**src/rtl/dsp_dot_seq.sv**
```systemverilog
// dsp_dot_seq: streams signed operand pairs into an external 3-stage
// dsp_slice, schedules its multiply/accumulate pins, collects the dot product.
// Ports: clk, reset (async, active-high); in_valid/in_ready/in_a/in_b/in_last
// operand stream; out_valid/out_ready/out_data result; dsp_ax/ay/az,
// dsp_multiply, dsp_accumulate to the slice; dsp_result from the slice.
// Optional: define DOT_SEQ_COUNT_EN to add the out_count beat counter.
module dsp_dot_seq #(
  parameter int DWIDTH = 16,
  parameter int CNT_W  = 8
) (
  input  logic              clk,
  input  logic              reset,
  input  logic              in_valid,
  output logic              in_ready,
  input  logic [DWIDTH-1:0] in_a,
  input  logic [DWIDTH-1:0] in_b,
  input  logic              in_last,
  output logic              out_valid,
  input  logic              out_ready,
  output logic [DWIDTH-1:0] out_data,
`ifdef DOT_SEQ_COUNT_EN
  output logic [CNT_W-1:0]  out_count,
`endif
  output logic [DWIDTH-1:0] dsp_ax,
  output logic [DWIDTH-1:0] dsp_ay,
  output logic [DWIDTH-1:0] dsp_az,
  output logic              dsp_multiply,
  output logic              dsp_accumulate,
  input  logic [DWIDTH-1:0] dsp_result
);

  typedef struct packed {
    logic v;
    logic f;
    logic l;
  } tag_t;

  typedef enum logic [1:0] {
    ACC   = 2'd0,
    DRAIN = 2'd1,
    OUT   = 2'd2
  } state_t;

  state_t            state_q;
  logic              in_ready_q;
  logic              out_valid_q;
  logic [DWIDTH-1:0] out_data_q;
  tag_t              s1_d, s1_q, s2_q, s3_q;
  logic              first_q;
  logic              fire;
  logic              capture;

  assign fire    = in_valid & in_ready_q;
  assign capture = (state_q == DRAIN) & s3_q.v & s3_q.l;

  // Idle cycles feed zero operands so the slice adds a zero product.
  assign dsp_ax = '0;
  assign dsp_ay = fire ? in_a : '0;
  assign dsp_az = fire ? in_b : '0;

  // s2 lines up with the slice's product register: first beat loads,
  // everything else (including bubbles and idle) accumulates.
  assign dsp_multiply   = s2_q.v & s2_q.f;
  assign dsp_accumulate = ~(s2_q.v & s2_q.f);

  assign s1_d.v = fire;
  assign s1_d.f = fire & first_q;
  assign s1_d.l = fire & in_last;

  always_ff @(posedge clk or posedge reset) begin
    if (reset) begin
      s1_q    <= '0;
      s2_q    <= '0;
      s3_q    <= '0;
      first_q <= 1'b1;
    end else begin
      s1_q <= s1_d;
      s2_q <= s1_q;
      s3_q <= s2_q;
      if (fire) first_q <= in_last;
    end
  end

  always_ff @(posedge clk or posedge reset) begin
    if (reset) begin
      state_q     <= ACC;
      in_ready_q  <= 1'b1;
      out_valid_q <= 1'b0;
      out_data_q  <= '0;
    end else begin
      unique case (state_q)
        ACC: begin
          if (fire && in_last) begin
            state_q    <= DRAIN;
            in_ready_q <= 1'b0;
          end
        end
        DRAIN: begin
          if (capture) begin
            state_q     <= OUT;
            out_valid_q <= 1'b1;
            out_data_q  <= dsp_result;
          end
        end
        OUT: begin
          if (out_ready) begin
            state_q     <= ACC;
            out_valid_q <= 1'b0;
            in_ready_q  <= 1'b1;
          end
        end
        default: begin
          state_q     <= ACC;
          in_ready_q  <= 1'b1;
          out_valid_q <= 1'b0;
        end
      endcase
    end
  end

  assign in_ready  = in_ready_q;
  assign out_valid = out_valid_q;
  assign out_data  = out_data_q;

`ifdef DOT_SEQ_COUNT_EN
  logic [CNT_W-1:0] cnt_q;
  logic [CNT_W-1:0] cnt_inc;
  logic [CNT_W-1:0] cnt_last_q;
  logic [CNT_W-1:0] out_count_q;

  assign cnt_inc = (&cnt_q) ? cnt_q : cnt_q + 1'b1;

  // The count is parked at the last beat, since the result only
  // arrives three cycles later and the counter restarts at once.
  always_ff @(posedge clk or posedge reset) begin
    if (reset) begin
      cnt_q       <= '0;
      cnt_last_q  <= '0;
      out_count_q <= '0;
    end else begin
      if (fire) begin
        if (in_last) begin
          cnt_q      <= '0;
          cnt_last_q <= cnt_inc;
        end else begin
          cnt_q <= cnt_inc;
        end
      end
      if (capture) out_count_q <= cnt_last_q;
    end
  end

  assign out_count = out_count_q;
`endif

endmodule

```
**config.mk**
```make
export PLATFORM = sky130hd
export DESIGN_NAME = dsp_dot_seq
export DESIGN_NICKNAME = d
export VERILOG_FILES = /design/src/rtl/dsp_dot_seq.sv
export SDC_FILE = /design/constraint.sdc
export NUM_CORES = 1
export LEC_CHECK = 0
export BUFFER_PORTS_ARGS = -buffer_cell sky130_fd_sc_hd__buf_2
export CAP_MARGIN = 20
export CORE_MARGIN = 2
export CORE_UTILIZATION = 41
export CTS_CLUSTER_DIAMETER = 50
export DETAILED_ROUTE_END_ITERATION = 6
export PLACE_DENSITY = 0.85
export SLEW_MARGIN = 20
export SYNTH_ARGS = -nofsm -noshare
export SYNTH_HDL_FRONTEND = slang
export SYNTH_SLANG_ARGS = --single-unit
```
**constraint.sdc**
```tcl
create_clock -name clk -period 2.7 [get_ports clk]
set_clock_uncertainty 0.1 [all_clocks]
set_input_delay 0 -clock clk [delete_from_list [all_inputs] [get_ports clk]]
set_output_delay 0 -clock clk [all_outputs]
set_load 0.01 [all_outputs]
```
==> impl_metrics.yaml <==
outcome:
  status: "finished, final reports clean"
timing:
  tightest_slew_ns: 0.573
  relSlewSlack_pct: 61.7
  period_share_pct: 59.7
  period_needed_ns: 1.61
  finalHoldViolations: 0
  slew_violations: 0
  finalSetupViolCount: 0
  rsz0062_at_grt: "false"
  fmax_mhz: 620
  fin_tns_setup_ns: 0
  whs_ns: 0.103
worst_setup_path:
  cp_max_fo: 39
  worst-setup-path-type: "reg -> out"
  crit_chain: "and3_1 -> buf_2"
  worst_ep_required_time_ns: 2.60
  worst_path_largest_cell_delay_ns: 0.83
  cp_data_arrival_time_ns: 1.51
  slowest_stage: "dfstp_2"
  critPathCaptureType: "output port"
  rr_worst_depth: 2
  reg2reg_slack_ns: 1.14
  start_kind: "flip-flop"
synthesis:
  synthCells: 122
  synth.distinct_cells: 21
  synth-seq-cells: 29
  synth_top_cell_by_area: "dfrtp_1"
  syn-cell-area_um2: 1440
  netlist.area_leader.share_pct: 46.9
  syn_avg_cell_area_um2: 11.8
  synth_area_leaders: "dfrtp_1, and3_1, buf_4, mux2_4, mux2_2"
  yosys_warnings: 0
  ys_seq_area_share_pct: 50.6
layout:
  fin_nets: 295
  area_delta_synth_final_pct: 49.6
  fin_area_um2: 2150
  drive_above_1_share_pct: 55.1
  final_cell_mix: "buf_2, and3_1, dfrtp_1"
  antennaDiodeCount: 0
  fin_util_pct: 64.1
  layout_commonest_cell: "buf_2"
floorplan:
  die_area_um2: 4000
  initial_core_util_pct: 42.8
  rows: 21
  fp.dieW_um: 63.3
  core_um2: 3360
  die-height_um: 63.3
  pin_count: 121
global_route:
  grt_max_degree: 40
  antenna_found_initial: 0
  gr-total-overflow: 0
  grt_use_total_pct: 18.3
  grt_pass1_wl_um: 5780
  grt_pass1_vias: 1337
clock_tree:
  clk_pin_slew_ns: 0.08
  cts_resized: 0
  cts_setup_buffers: 0
  cts_inserted_buffers: 5
  cts_tree: "yes"
  cts_root_buf: "clkbuf_4"
  cts.sinks: 29
  h-tree-depth: 2
  cts_buffer_depth: 2
  hold_buffers: 19
  clock_latency_ns: 0.31
run:
  cap_violations: 0
route:
  dr.pass1.iters: 4
  post_drt_via_cell_ratio: 4.51
  drt-total-wl_um: 3580
  drt_iter0_drc: 62
  wl_per_cell_um: 12.4
  ant_nets: 0
  drc: 0
  vias: 1303
power_and_ir_drop:
  power_density_nw_per_um2: 419
  max-vdd-ir-drop_uv: 184
  leakagePower_nw: 1.37
place:
  hpwl_um: 2480
  placed_area_um2: 1910
  io_buffers: 104
  gp_congestion: 0.771
worst_hold_path:
  hold_depth: 2
  hold_class: "in -> reg"
## Yosys cell counts
| cell type | instances |
|---|---|
| dfrtp_1 | 27 |
| conb_1 | 1 |
| mux2_4 | 8 |
| a311oi_1 | 1 |
| a21oi_1 | 1 |
| buf_6 | 1 |
| mux2_2 | 9 |
| a21bo_2 | 2 |
| and2_1 | 1 |
| and3_1 | 34 |
| o21ai_0 | 1 |
| o31ai_1 | 1 |
| inv_1 | 3 |
| nand2_1 | 1 |
| nor3_1 | 1 |
| nand4b_1 | 1 |
| buf_4 | 16 |
| dfstp_2 | 2 |
| clkbuf_1 | 8 |
| nor2_1 | 2 |
| nand4b_4 | 1 |
## worst paths after layout
kind                       startpoint           to
setup reg to reg             in_ready      first_q
hold reg to reg               s2_q[0]      s3_q[0]
hold / removal               in_valid      s1_q[1]
max in group asynchronous       reset     in_ready
min in group asynchronous       reset  out_data[4]
setup / recovery             in_ready   dsp_az[10]
## layer usage
metal  vias up  GRT usage (%)  part of all wire, %  routed length (um)
met4         0           6.79                  1.4                  51
met1       590           20.7                   39                1400
met2        79           32.3                   50                1790
li1        628              -                    -                   -
met5         -              0                    0                   0
met3         6           5.71                  9.5                 340
## stage by stage
| step | cells | power (mW) | setup slack, ns |
|---|---|---|---|
| final | 289 | 0.903 | 1.09 |
| after floorplan | 137 | 0.598 | 1.35 |
| after global placement | 262 | 0.647 | 1.18 |
| after CTS | 289 | 0.914 | 1.07 |
| after global routing | 289 | 0.961 | 0.957 |
| after detailed placement | 262 | 0.653 | 1.15 |
## cell type report
cell class                      count  area, um^2
Timing Repair Buffer              123         711
Clock inverter                      2        10.0
Inverter                            3        11.3
Fill cell                         287        1210
Sequential cell                    29         728
Multi-Input combinational cell     80         596
Clock buffer                        6        41.3
Tap cell                           46        57.6
## sequential cells by signal (all words and copies together) (netlist names)
name,count
out_valid,1
first_q,1
state_q,2
s1_q,3
in_ready,1
s3_q,2
out_data,16
s2_q,3
## cells by family after synthesis
family                 synth area share, %
AND/OR/NAND/NOR                       18.6
flip-flops                            50.6
buffers and inverters                 12.0
multiplexers                          15.4
AO/OA/AOI/OAI                         3.21
other                                0.260
## report_power, final
group | total (mW) | switching (mW) | internal [mW] | leakage [nW]
clock network | 0.237 | 0.139 | 0.0990 | 0.0320
logic | 0.170 | 0.0715 | 0.0982 | 0.983
registers | 0.496 | 0.0240 | 0.472 | 0.359
## worst max-delay path: cells and delay by family (launching register included)
family        cells  cell delay [ns]
buf+inv           1             0.13
flops             1             0.83
simple gates      1             0.23
(Power assumes the default switching activity.)
